### config.mk
export PLATFORM = sky130hd
export DESIGN_NAME = ps2_key_event_tracker_flat
export DESIGN_NICKNAME = d
export VERILOG_FILES = /design/src/rtl/ps2_key_event_tracker_if.sv /design/src/rtl/ps2_key_event_tracker.sv /design/src/flat_wrapper.sv
export SDC_FILE = /design/constraint.sdc
export NUM_CORES = 1
export LEC_CHECK = 0
export CAP_MARGIN = 20
export CORE_UTILIZATION = 35
export DETAILED_ROUTE_END_ITERATION = 10
export SYNTH_ARGS = -nofsm -noshare
export SYNTH_HDL_FRONTEND = slang
export SYNTH_SLANG_ARGS = --single-unit
export TNS_END_PERCENT = 50
### constraint.sdc
create_clock -name CLOCK_50 -period 6.13 [get_ports CLOCK_50]
set_input_delay 0.9195 -clock CLOCK_50 [delete_from_list [all_inputs] [get_ports CLOCK_50]]
set_output_delay 0.9195 -clock CLOCK_50 [all_outputs]
set_load 0.02 [all_outputs]
### src/rtl/ps2_key_event_tracker_if.sv
// Byte stream in and key-event stream out of the PS/2 key event tracker.
interface ps2_key_event_tracker_if #(
  parameter int IDXW = 5,
  parameter int CNTW = 4
);
  logic [7:0]      rx_data;
  logic            rx_valid;
  logic            event_valid;
  logic [IDXW:0]   event_data;
  logic            event_ready;
  logic [CNTW-1:0] event_count;

  modport master (
    input  rx_data, rx_valid, event_ready,
    output event_valid, event_data, event_count
  );

  modport slave (
    output rx_data, rx_valid, event_ready,
    input  event_valid, event_data, event_count
  );
endinterface

### src/rtl/ps2_key_event_tracker.sv
// Decodes PS/2 set-2 make/break bytes into held-key state plus a {release,index} event FIFO.
// One cycle rx_valid -> state/pulse/push; a push into a full FIFO with no pop is dropped and flagged.
module ps2_key_event_tracker #(
  parameter int NUM_KEYS = 29,
  parameter logic [NUM_KEYS*8-1:0] KEY_MAP = {
    8'h29, 8'h5D, 8'h5B, 8'h54, 8'h4D, 8'h44, 8'h43, 8'h3C, 8'h35, 8'h2C,
    8'h2D, 8'h24, 8'h1D, 8'h15, 8'h0D, 8'h66, 8'h55, 8'h4E, 8'h45, 8'h46,
    8'h3E, 8'h3D, 8'h36, 8'h2E, 8'h25, 8'h26, 8'h1E, 8'h16, 8'h0E},
  parameter int EVENT_DEPTH = 8,
  parameter bit IGNORE_EXTENDED = 1'b1,
  localparam int IDXW = (NUM_KEYS > 1) ? $clog2(NUM_KEYS) : 1,
  localparam int PTRW = $clog2(EVENT_DEPTH),
  localparam int CNTW = PTRW + 1
) (
  input  logic                  CLOCK_50,
  input  logic                  resetn,
  ps2_key_event_tracker_if.master evt,
  output logic [NUM_KEYS-1:0]   key_state,
  output logic                  any_key_down,
  output logic                  key_press_pulse,
  output logic                  key_release_pulse,
  output logic                  overflow,
  input  logic                  clear_overflow
);

  typedef enum logic [1:0] {
    IDLE      = 2'd0,
    BREAK     = 2'd1,
    EXT       = 2'd2,
    EXT_BREAK = 2'd3
  } decState_t;

  decState_t stateQ, stateD;
  logic      codeDone, codeBreak, codeExt;

  always_ff @(posedge CLOCK_50 or posedge resetn) begin
    if (resetn) stateQ <= IDLE;
    else        stateQ <= stateD;
  end

  always_comb begin
    stateD    = stateQ;
    codeDone  = 1'b0;
    codeBreak = 1'b0;
    codeExt   = 1'b0;
    if (evt.rx_valid) begin
      case (stateQ)
        IDLE: begin
          if (evt.rx_data == 8'hF0)      stateD = BREAK;
          else if (evt.rx_data == 8'hE0) stateD = EXT;
          else                           codeDone = 1'b1;
        end
        EXT: begin
          if (evt.rx_data == 8'hF0)      stateD = EXT_BREAK;
          else if (evt.rx_data == 8'hE0) stateD = EXT;
          else begin
            codeDone = 1'b1;
            codeExt  = 1'b1;
            stateD   = IDLE;
          end
        end
        BREAK: begin
          if (evt.rx_data == 8'hF0)      stateD = BREAK;
          else if (evt.rx_data == 8'hE0) stateD = EXT_BREAK;
          else begin
            codeDone  = 1'b1;
            codeBreak = 1'b1;
            stateD    = IDLE;
          end
        end
        EXT_BREAK: begin
          if (evt.rx_data != 8'hF0 && evt.rx_data != 8'hE0) begin
            codeDone  = 1'b1;
            codeBreak = 1'b1;
            codeExt   = 1'b1;
            stateD    = IDLE;
          end
        end
        default: stateD = IDLE;
      endcase
    end
  end

  // Descending scan so the lowest matching map entry is the one left standing.
  logic            hit;
  logic [IDXW-1:0] hitIdx;
  always_comb begin
    hit    = 1'b0;
    hitIdx = '0;
    for (int i = NUM_KEYS - 1; i >= 0; i--) begin
      if (KEY_MAP[8*i +: 8] == evt.rx_data) begin
        hit    = 1'b1;
        hitIdx = IDXW'(i);
      end
    end
  end

  logic extBlocked, keyHeld, eventFire;
  assign extBlocked = codeExt && IGNORE_EXTENDED;
  assign keyHeld    = key_state[hitIdx];
  // Typematic repeats and stray breaks fail the held/released test and vanish here.
  assign eventFire  = codeDone && hit && !extBlocked && (codeBreak ? keyHeld : !keyHeld);

  logic [NUM_KEYS-1:0] keyStateD;
  always_comb begin
    keyStateD = key_state;
    if (eventFire) keyStateD[hitIdx] = !codeBreak;
  end

  always_ff @(posedge CLOCK_50 or posedge resetn) begin
    if (resetn) begin
      key_state         <= '0;
      key_press_pulse   <= 1'b0;
      key_release_pulse <= 1'b0;
    end else begin
      key_state         <= keyStateD;
      key_press_pulse   <= eventFire && !codeBreak;
      key_release_pulse <= eventFire && codeBreak;
    end
  end

  assign any_key_down = |key_state;

  logic [IDXW:0]   evMem [EVENT_DEPTH];
  logic [PTRW-1:0] wrPtr, rdPtr;
  logic [CNTW-1:0] countQ;
  logic            fifoFull, doPop, doPush, dropEvent;

  assign fifoFull  = (countQ == CNTW'(EVENT_DEPTH));
  assign doPop     = evt.event_ready && (countQ != '0);
  // When full, a same-cycle pop frees the head slot, which is exactly where wrPtr points.
  assign doPush    = eventFire && (!fifoFull || doPop);
  assign dropEvent = eventFire && fifoFull && !doPop;

  always_ff @(posedge CLOCK_50) begin
    if (doPush) evMem[wrPtr] <= {codeBreak, hitIdx};
  end

  always_ff @(posedge CLOCK_50 or posedge resetn) begin
    if (resetn) begin
      wrPtr    <= '0;
      rdPtr    <= '0;
      countQ   <= '0;
      overflow <= 1'b0;
    end else begin
      if (doPush) wrPtr <= wrPtr + 1'b1;
      if (doPop)  rdPtr <= rdPtr + 1'b1;
      case ({doPush, doPop})
        2'b10:   countQ <= countQ + 1'b1;
        2'b01:   countQ <= countQ - 1'b1;
        default: countQ <= countQ;
      endcase
      if (dropEvent)           overflow <= 1'b1;
      else if (clear_overflow) overflow <= 1'b0;
    end
  end

  assign evt.event_valid = (countQ != '0);
  assign evt.event_data  = evMem[rdPtr];
  assign evt.event_count = countQ;

endmodule

### src/flat_wrapper.sv
// flat-port wrapper written by rule: the top's interface ports become plain ports
module ps2_key_event_tracker_flat 
#(
  parameter int NUM_KEYS = 29,
  parameter logic [NUM_KEYS*8-1:0] KEY_MAP = {
    8'h29, 8'h5D, 8'h5B, 8'h54, 8'h4D, 8'h44, 8'h43, 8'h3C, 8'h35, 8'h2C,
    8'h2D, 8'h24, 8'h1D, 8'h15, 8'h0D, 8'h66, 8'h55, 8'h4E, 8'h45, 8'h46,
    8'h3E, 8'h3D, 8'h36, 8'h2E, 8'h25, 8'h26, 8'h1E, 8'h16, 8'h0E},
  parameter int EVENT_DEPTH = 8,
  parameter bit IGNORE_EXTENDED = 1'b1,
  localparam int IDXW = (NUM_KEYS > 1) ? $clog2(NUM_KEYS) : 1,
  localparam int PTRW = $clog2(EVENT_DEPTH),
  localparam int CNTW = PTRW + 1
)
  (CLOCK_50, resetn, key_state, any_key_down, key_press_pulse, key_release_pulse, overflow, clear_overflow, evt_rx_data, evt_rx_valid, evt_event_ready, evt_event_valid, evt_event_data, evt_event_count);
  ps2_key_event_tracker_if #(.IDXW((5)), .CNTW((4))) evt_i ();
  input  logic CLOCK_50;
  input  logic resetn;
  output logic [NUM_KEYS-1:0] key_state;
  output logic any_key_down;
  output logic key_press_pulse;
  output logic key_release_pulse;
  output logic overflow;
  input  logic clear_overflow;
  input wire logic [$bits(evt_i.rx_data)-1:0] evt_rx_data;
  input wire logic [$bits(evt_i.rx_valid)-1:0] evt_rx_valid;
  input wire logic [$bits(evt_i.event_ready)-1:0] evt_event_ready;
  output wire logic [$bits(evt_i.event_valid)-1:0] evt_event_valid;
  output wire logic [$bits(evt_i.event_data)-1:0] evt_event_data;
  output wire logic [$bits(evt_i.event_count)-1:0] evt_event_count;
  assign evt_i.rx_data = evt_rx_data;
  assign evt_i.rx_valid = evt_rx_valid;
  assign evt_i.event_ready = evt_event_ready;
  assign evt_event_valid = evt_i.event_valid;
  assign evt_event_data = evt_i.event_data;
  assign evt_event_count = evt_i.event_count;
  ps2_key_event_tracker #(.NUM_KEYS(NUM_KEYS), .KEY_MAP(KEY_MAP), .EVENT_DEPTH(EVENT_DEPTH), .IGNORE_EXTENDED(IGNORE_EXTENDED)) u_core (.CLOCK_50(CLOCK_50), .resetn(resetn), .evt(evt_i), .key_state(key_state), .any_key_down(any_key_down), .key_press_pulse(key_press_pulse), .key_release_pulse(key_release_pulse), .overflow(overflow), .clear_overflow(clear_overflow));
endmodule
# Word-level counts from Yosys, hierarchy flattened

Memories as Yosys holds them, arrays and structs flattened.
Index checks and enable logic that the tools add are counted.

Flip-flop bits (word level): 44
Logic and storage cells: 166
Memories: 1
Bits in writable memories: 48
Output and inout port bits: 44
Input bits: 13

Memory list:

| name         | depth | bits a word | rd ports | clocked after Yosys merged registers in | wr ports | RTL line                     | source |
|---|---|---|---|---|---|---|---|
| u_core.evMem | 8     | 6           | 1        | 0                                       | 1        | ps2_key_event_tracker.sv:124 | `logic [IDXW:0] evMem [EVENT_DEPTH];` |

Reductions and logical operators: 24
Order comparisons: 2
Equality and inequality tests: 41
Multiplexer cells: 86
Add/subtract/negate cells: 4

Operators by type and width:

| operator                                                                            | count |
|---|---|
| 5-bit 2-to-1 mux                                                                    | 29 |
| 6-bit by 8-bit == test with 1-bit output, first input constant                      | 12 |
| 7-bit by 8-bit == test with 1-bit output, first input constant                      | 11 |
| 1-bit 2-to-1 mux                                                                    | 42 |
| 5-bit by 8-bit == test with 1-bit output, first input constant                      | 4 |
| 29-bit bitwise mux                                                                  | 1 |
| 29-bit OR reduction                                                                 | 1 |
| 4-bit by 8-bit == test with 1-bit output, first input constant                      | 2 |
| 8-bit == test, second input constant                                                | 2 |
| 8-bit != test, second input constant                                                | 2 |
| 2-bit 2-to-1 mux                                                                    | 7 |
| 1-bit logical AND                                                                   | 11 |
| 2-bit one-hot mux with 4 select lines                                               | 1 |
| 4-bit one-hot mux with 2 select lines                                               | 1 |
| 3-bit by 1-bit adder with 3-bit output, second input constant                       | 2 |
| 2-bit == test, second input constant                                                | 3 |
| 5-bit by 6-bit less-than comparator with 1-bit output, second input constant        | 1 |
| 1-bit one-hot mux with 2 select lines                                               | 3 |
| 1-bit binary-select mux with 5-bit select                                           | 1 |
| 1-bit demux with 5-bit select                                                       | 1 |
| 5-bit by 1-bit greater-or-equal comparator with 1-bit output, second input constant | 1 |
| 1-bit logical NOT                                                                   | 5 |
| 4-bit by 1-bit adder with 4-bit output, second input constant                       | 1 |
| 2-bit by 1-bit == test with 1-bit output, second input constant                     | 2 |
| 10 further kinds                                                                    | 11 |

# Longest topological paths before layout

Gate-level depths: netlist (run 1).

Depth after elaboration: 38
Depth in mapped cells: 21
Depth with buffers taken out: 16

# Least setup slack after synthesis (run 1)

No wires, ideal clock.

Path kind: input -> register
Start: input evt_rx_data[5]
End: memory u_core.evMem[4][0] in the netlist's numbering, enable pin
Data required time: 5.742 ns
Stages on the path: 15
Path buffers: 4
Path slack: 1.550 ns
Library setup time: 0.388 ns
Arrival: 4.191 ns
Cell sequence: buf_4 > nor4b_1 > and3_4 > nor4_1 > and3_1 > buf_4 > inv_4 > mux2i_1 > o211ai_2 > nor4b_4 > and4_1 > buf_4 > o21ai_1 > buf_2 > nor4b_1

Word-level cells in the longest chain between the ends: 38
Elaborated cells on any way between the ends: 112
Classes of those cells: eq/ne: 33; mux: 72; reduce/logical: 7

Ends and longest elaborated chain:

| element                                    | RTL line                     | source |
|---|---|---|
| start, declared                            | flat_wrapper.sv:25           | `input wire logic [$bits(evt_i.rx_data)-1:0] evt_rx_data;` |
| 6-bit by 8-bit == test with 1-bit output   | ps2_key_event_tracker.sv:91  | `if (KEY_MAP[8*i +: 8] == evt.rx_data) begin` |
| 5-bit 2-to-1 mux (29 in series)            | ps2_key_event_tracker.sv:91  |  |
| 1-bit binary-select mux with 5-bit select  | ps2_key_event_tracker.sv:100 | `assign keyHeld = key_state[hitIdx];` |
| 1-bit 2-to-1 mux (not written as such)     | ps2_key_event_tracker.sv:100 |  |
| 1-bit logical NOT                          | ps2_key_event_tracker.sv:102 | `assign eventFire = codeDone && hit && !extBlocked && (codeBreak ? keyHeld : !keyHeld);` |
| 1-bit 2-to-1 mux                           | ps2_key_event_tracker.sv:102 |  |
| 1-bit logical AND (*)                      | ps2_key_event_tracker.sv:102 |  |
| 1-bit logical AND (*)                      | ps2_key_event_tracker.sv:132 | `assign doPush = eventFire && (!fifoFull \|\| doPop);` |
| 1-bit 2-to-1 mux (*)                       | ps2_key_event_tracker.sv:136 | `if (doPush) evMem[wrPtr] <= {codeBreak, hitIdx};` |
| 1-bit 2-to-1 mux (not written as such) (*) | ps2_key_event_tracker.sv:136 |  |
| end, declared                              | ps2_key_event_tracker.sv:124 |  |

Mark *: on every way between the ends. The rest lies on a longest branch, timed or not. The select of a mux whose other input is x is not followed.

# Final worst setup path (run 1)

Start: input evt_rx_data[5]
End: register u_core.countQ[2] (netlist: u_core.evt.event_count[2])

Word-level cells in the longest chain between the ends: 38
Elaborated cells on any way between the ends: 114
Classes of those cells: eq/ne: 35; mux: 71; reduce/logical: 8

Ends and longest elaborated chain:

| element                                                                            | RTL line                     | source |
|---|---|---|
| 6-bit by 8-bit == test with 1-bit output                                           | ps2_key_event_tracker.sv:91  |  |
| 5-bit 2-to-1 mux (29 in series)                                                    | ps2_key_event_tracker.sv:91  |  |
| 1-bit binary-select mux with 5-bit select                                          | ps2_key_event_tracker.sv:100 |  |
| 1-bit 2-to-1 mux (not written as such)                                             | ps2_key_event_tracker.sv:100 |  |
| 1-bit logical NOT                                                                  | ps2_key_event_tracker.sv:102 |  |
| 1-bit 2-to-1 mux                                                                   | ps2_key_event_tracker.sv:102 |  |
| 1-bit logical AND (*)                                                              | ps2_key_event_tracker.sv:102 |  |
| 1-bit logical AND (*)                                                              | ps2_key_event_tracker.sv:132 |  |
| 2-bit by 1-bit == test with 1-bit output / 2-bit == test (equally long branches)   | ps2_key_event_tracker.sv:148 | `case ({doPush, doPop})` |
| 4-bit one-hot mux with 2 select lines / 2-bit nonzero test (equally long branches) | --                           |  |
| end signal, assigned                                                               | ps2_key_event_tracker.sv:149 | `2'b10: countQ <= countQ + 1'b1;` |
| end signal, assigned                                                               | ps2_key_event_tracker.sv:150 | `2'b01: countQ <= countQ - 1'b1;` |
| end signal, assigned                                                               | ps2_key_event_tracker.sv:151 | `default: countQ <= countQ;` |
| end, declared                                                                      | ps2_key_event_tracker.sv:126 | `logic [CNTW-1:0] countQ;` |

Marked as above.
A chain may end at the register's enable or synchronous reset.

==> results of run 1 <==
-- layout by cell type (no fill, tap or decap), drive strengths merged, types with 17 or more instances in the layout --
master,count
clkdlybuf4s50,56
mux2,28
nand3,17
nand2,40
dfrtp,44
o21ai,20
inv,21
nor4,26
edfxtp,48
-- Yosys cell counts, drive strengths merged, types with 3 or more instances --
| cell type | n |
|---|---|
| and3 | 7 |
| inv | 15 |
| xnor2 | 5 |
| edfxtp | 48 |
| nor3b | 4 |
| nor2 | 15 |
| clkbuf | 5 |
| o31ai | 10 |
| nand2b | 9 |
| nand3 | 17 |
| nor4b | 4 |
| nor2b | 10 |
| mux2 | 28 |
| or3 | 4 |
| mux2i | 9 |
| or4 | 4 |
| ha | 3 |
| mux4 | 12 |
| nor4 | 26 |
| o21bai | 4 |
| nand4 | 8 |
| nand2 | 40 |
| a31oi | 7 |
| o21ai | 20 |
| and4 | 3 |
| o22ai | 3 |
| buf | 23 |
| nor3 | 14 |
| a21oi | 8 |
| dfrtp | 44 |
| xor2 | 4 |
-- layout make-up --
type | instances | area (µm²)
Fill cell | 1353 | 8265
Sequential cell | 92 | 2542
Multi-Input combinational cell | 306 | 2409
Timing Repair Buffer | 71 | 685.7
Tap cell | 184 | 230.2
Clock buffer | 9 | 225.2
Clock inverter | 7 | 62.56
Inverter | 15 | 58.81
-- routing by layer --
layer | part of all wire, % | global-route usage (%) | vias up
met2 | 51 | 33.59 | 120
met5 | 0 | 0 | -
met3 | 4.1 | 4.059 | 31
met4 | 3.1 | 8.358 | 0
met1 | 42 | 24.30 | 1979
li1 | - | - | 1808
-- flip-flops by register name, summed over array words and instances (netlist names) --
signal                    count
u_core.evMem                 48
u_core.evt.event_count        4
u_core.key_press_pulse        1
u_core.key_release_pulse      1
u_core.key_state             29
u_core.overflow               1
u_core.rdPtr                  3
u_core.stateQ                 2
u_core.wrPtr                  3
-- cells by family after synthesis --
| logic type | share of synthesized area [%] |
|---|---|
| buffers and inverters | 4.282 |
| AO/OA/AOI/OAI | 10.40 |
| XOR/XNOR | 1.524 |
| adder cells (fa/ha/maj) | 0.7258 |
| multiplexers | 13.14 |
| flip-flops | 49.15 |
| AND/OR/NAND/NOR | 20.78 |
-- worst reg2reg max path, stage by stage (launching register included) --
cell,delay [ns]
dfrtp_1,0.41
inv_1,0.10
nor4_1,0.07
o21bai_2,0.17
o211ai_2,0.13
nor4b_4,0.37
a31oi_4,0.20
nor2_4,0.31
nand2_1,0.11
xnor2_1,0.14
ha_1,0.19
or3_1,0.34
mux2i_1,0.17
xor2_1,0.15
-- report_power, final --
part,switching [mW],internal [mW],leakage [nW]
clock,0.254,0.286,0.145
combinational,0.219,0.255,1.12
sequential,0.109,0.689,1.03
total,0.582,1.23,2.29
-- path summary, 6_finish.rpt --
kind,cells past startpoint,slack [ns],endpoint
setup / recovery,17,0.82,u_core.evt.event_count[2]$_DFFE_PP0P_
setup reg to reg,13,3.18,u_core.evt.event_count[2]$_DFFE_PP0P_
hold reg to reg,2,0.49,u_core.stateQ[1]$_DFFE_PP0P_
hold / removal,2,0.49,u_core.stateQ[1]$_DFFE_PP0P_
min in group asynchronous,2,1.10,u_core.key_state[8]$_DFFE_PP0P_
max in group asynchronous,2,4.45,u_core.key_state[4]$_DFFE_PP0P_
==> results.toml, run 1 <==
[run_status]
outcome = "completed"

[hold_path]
holdCritPathClass = "register to register"
hold_path_startpoint = "u_core.stateQ[1]$_DFFE_PP0P_"

[worst_setup_path]
crit_top_cell = "mux2i_1"
crit_slowest_cell = "clkdlybuf4s50_1"
path_cells = "clkdlybuf4s50_1 -> nor4b_1 -> and3_4 -> nor4_1 -> and3_1 -> inv_4 -> mux2i_1 -> o211ai_2 -> nor4b_4 -> a31oi_4 -> nor2_4 -> nand2_1 -> xnor2_1 -> ha_1 -> or3_1 -> mux2i_1 -> xor2_1"
worstReg2RegStart = "u_core.key_state[14]$_DFFE_PP0P_"
slowest_delay_ns = 0.79
crit_buf_inv = 2
crit_type = "input port to register"
crit_family = "simple AND/OR/NAND/NOR gates"
cp-startpoint = "evt_rx_data[5]"
path_max_fanout = 22
startpoint_type = "input port"
arrival_ns = 5.58
cp_data_required_time_ns = 6.40
endpoint_kind = "register"

[sta]
setup_slack_ns = 0.8155
setup_viol = 0
period_share_pct = 86.70
final.min_clock_period_ns = 5.315
rsz0062_at_grt = "false"
fmaxAchievable_mhz = 188.2
clock_skew_ns = 0.01172
max_slew_margin_pct = 38.10
whs_ns = 0.4900
worst_pin_slew_ns = 0.9271
finalHoldViolations = 0
finalSetupTns_ns = 0
finalMaxSlewViolations = 0

[grt]
antenna_found_initial = 0
overflow = 0
grt_max_degree = 45
grt_use_total_pct = 19.77
grt_pass1_vias = 3823
grt_first_pass_wirelength_um = 22020

[layout]
nNetsFinal = 511
layout.cells.non_filler = 684
utilization_pct = 42.91
drive_above_1_share_pct = 19.80
antennaDiodeCount = 0
fin_area_um2 = 6213
area_delta_synth_final_pct = 20.13

[logic_synthesis]
syn_area_um2 = 5172
async_flop_share_pct = 47.83
yosysTopAreaCell = "edfxtp_1"
synth_enable_flop_cells = 48
ys_seq_area_share_pct = 49.15
syn_nets = 457
synth_cells = 441
ys.warnings.count = 0
synth.distinct_cells = 76
synth-seq-cells = 92
synth.top_cell.area_share_pct = 27.87
synthFlopType = "edfxtp_1"
avgSynthCellArea_um2 = 11.73
synth.top_cells.by_area = "edfxtp_1, dfrtp_1, mux4_2, mux2_2, nand2_1"

[place]
place_area_um2 = 5926
dpl.hpwl_um = 10460
gp_congestion = 0.8851
dp_cells = 668
port-buffer-count = 56
dp_worst_setup_slack_ns = 0.4655

[power]
p_leak_nw = 2.294
worst_ir_drop_vdd_mv = 0.1713
power_density_nw_per_um2 = 291.6
p_total_mw = 1.812

[clocking]
cts_tree = "built"
clkTransAtPathRegs_ns = 0.06
cts_setup_buffers = 0
cts_inserted_buffers = 9
postCtsHoldBufs = 0
htreeDepth = 3
postCtsResizedCells = 0
clkLatencyLatePin_ns = 0.35
cts_buffer_depth = 2
clock_sinks = 92
clock_tree.root_cell = "clkbuf_16"

[routing]
wire_per_inst_um = 20.70
drt-pass1-iter-count = 7
vias = 3938
routed_wl_um = 14160
viasPerCell = 5.757
drt_iter0_drc = 325
ant_nets = 0
drcViolationCount = 0

[die]
dieArea_um2 = 15270
num_rows = 44
fp.dieH_um = 123.6
io_pins = 57
initial_core_util_pct = 35.72
dieWidth_um = 123.6
core_area_um2 = 14480

[flow_run]
maxCapViolCount = 0
(Power assumes the default switching activity.)
==> run 2: changes to the inputs <==
Settings changed: CORE_UTILIZATION 35 to 40.
==> run 2 against run 1 <==
The run now ends with design-rule violations left. Via count decreased by 0.89%. Worst setup slack worse by 0.028 ns. Final area increased by 0.22%. Combinational power up 1%. Die area decreased by 12%.
==> results.toml, run 2 (synthesis results as in run 1) <==
[run_status]
outcome = "finished with violations"
violations = "design-rule violations"

[layout]
layout.cells.non_filler = 675
fillers = 1159
multi_input_area_um2 = 2409
area_delta_synth_final_pct = 20.39
top_register = "u_core.evMem"
layout_commonest_cell = "clkdlybuf4s50_1"
final_cell_mix = "clkdlybuf4s50_1, edfxtp_1, dfrtp_1"
largest_reg_flops = 48
nNetsFinal = 515
antennaDiodeCount = 0
sequential_cell_area_um2 = 2542
drive_above_1_share_pct = 20.28

[sta]
fmaxAchievable_mhz = 187.2
setup_viol = 0
whs_ns = 0.4970
final.min_clock_period_ns = 5.343
rsz0062_at_grt = "false"
clock_skew_ns = 0.005706
max_slew_margin_pct = 37.13
finalHoldViolations = 0
period_share_pct = 87.15
worst_pin_slew_ns = 0.9417
finalSetupTns_ns = 0
finalMaxSlewViolations = 0

[worst_setup_path]
crit_type = "input port to register"
startpoint_type = "input port"
endpoint_kind = "register"
path_max_fanout = 22
worstReg2RegStart = "u_core.key_state[14]$_DFFE_PP0P_"
crit_buf_inv = 3
timing.rr.end = "u_core.evMem[2][5]$_DFFE_PP_"
crit_top_cell = "nor4_1"
endpoint = "u_core.evMem[2][5]$_DFFE_PP_"
cp_data_required_time_ns = 6.18
reg2regPathDepth = 9
crit_slowest_cell = "clkdlybuf4s50_1"
arrival_ns = 5.40
cp-startpoint = "evt_rx_data[5]"
crit_family = "simple AND/OR/NAND/NOR gates"
path_cells = "clkdlybuf4s50_1 -> nor2_1 -> a2111oi_2 -> nor4_1 -> and3_1 -> inv_4 -> mux2i_1 -> o211ai_2 -> nor4b_4 -> and4_1 -> o21ai_1 -> nor4_1 -> buf_4"
slowest_delay_ns = 0.90
critical_path_depth = 13
r2r_slack_ns = 3.15

[grt]
grt_first_pass_wirelength_um = 21300
antenna_found_initial = 0
grt_max_degree = 45
grt_pass1_vias = 3718
overflow = 0
grt_use_total_pct = 21.63

[die]
io_pins = 57
fp.dieH_um = 115.7
num_rows = 41
dieArea_um2 = 13390
core_area_um2 = 12620
initial_core_util_pct = 40.99
dieWidth_um = 115.7

[clocking]
cts_buffer_depth = 2
cts_tree = "built"
cts_setup_buffers = 0
clkTransAtPathRegs_ns = 0.07
clock_sinks = 92
postCtsHoldBufs = 0
postCtsResizedCells = 0
clkLatencyLatePin_ns = 0.34
clock_tree.root_cell = "clkbuf_16"
cts_inserted_buffers = 9
htreeDepth = 3

[hold_path]
holdCritPathClass = "register to register"

[power]
power_density_nw_per_um2 = 294.5
p_leak_nw = 2.304
worst_ir_drop_vdd_mv = 0.1442
p_total_mw = 1.834

[routing]
ant_nets = 0
routed_wl_um = 13650
wire_per_inst_um = 20.23
viasPerCell = 5.782
drcViolationCount = 2
vias = 3903
drt-pass1-iter-count = 7
drt_iter0_drc = 363

[place]
port-buffer-count = 56
gp_congestion = 0.8833
dpl.hpwl_um = 10100
dp_cells = 660

[flow_run]
maxCapViolCount = 0
-- run 2: worst min-delay path by stage --
stage,start,endpoint,slack [ns],depth (start not counted)
4_1_cts,u_core.stateQ[1]$_DFFE_PP0P_,u_core.stateQ[1]$_DFFE_PP0P_,0.50,2
2_1_floorplan,u_core.stateQ[1]$_DFFE_PP0P_,u_core.stateQ[1]$_DFFE_PP0P_,0.45,2
6_report,u_core.stateQ[1]$_DFFE_PP0P_,u_core.stateQ[1]$_DFFE_PP0P_,0.50,2
3_5_place_dp,u_core.stateQ[1]$_DFFE_PP0P_,u_core.stateQ[1]$_DFFE_PP0P_,0.49,2
5_1_grt,u_core.stateQ[1]$_DFFE_PP0P_,u_core.stateQ[1]$_DFFE_PP0P_,0.54,2
3_3_place_gp,u_core.stateQ[1]$_DFFE_PP0P_,u_core.stateQ[1]$_DFFE_PP0P_,0.48,2
-- run 2: cell type report --
type,count,share of cell area (%)
clock inverter,6,1.185
tap,172,3.456
timing repair buffer,75,11.29
sequential,92,40.83
clock buffer,9,3.617
multi-input combinational,306,38.68
inverter,15,0.9443
-- run 2: power breakdown --
part           total, mW  internal, mW  switching [mW]  leakage [nW]
Clock              0.558         0.319           0.240         0.140
Combinational      0.479         0.256           0.223          1.13
Sequential         0.797         0.689           0.107          1.03
-- run 2: metrics by stage --
step	area [µm²]	setup WS, ns	util, %
2_1_floorplan	5172	1.550	-
4_1_cts	6227	0.8288	49.35
6_report	6227	0.7875	49.35
3_3_place_gp	5928	0.5329	46.98
3_5_place_dp	5928	0.4833	46.98
5_1_grt	6227	0.4550	49.35
-- run 2: worst register-to-register path, stage by stage, from the launching register on --
cell and delay, ns:
dfrtp_1 0.43, inv_1 0.10, nor4_1 0.06, o21bai_2 0.18, o211ai_2 0.13, nor4b_4 0.36, and4_1 0.39, o21ai_1 0.32
nor4_1 0.49, buf_4 0.24
-- run 2: metal layers --
| layer | vias to the layer above | wire [µm] | track usage (%) |
|---|---|---|---|
| met2 | 110 | 6326 | 32.89 |
| met1 | 1953 | 6373 | 31.36 |
| met5 | - | 0 | 0 |
| li1 | 1823 | - | - |
| met4 | 0 | 242 | 8.376 |
| met3 | 17 | 710 | 2.981 |
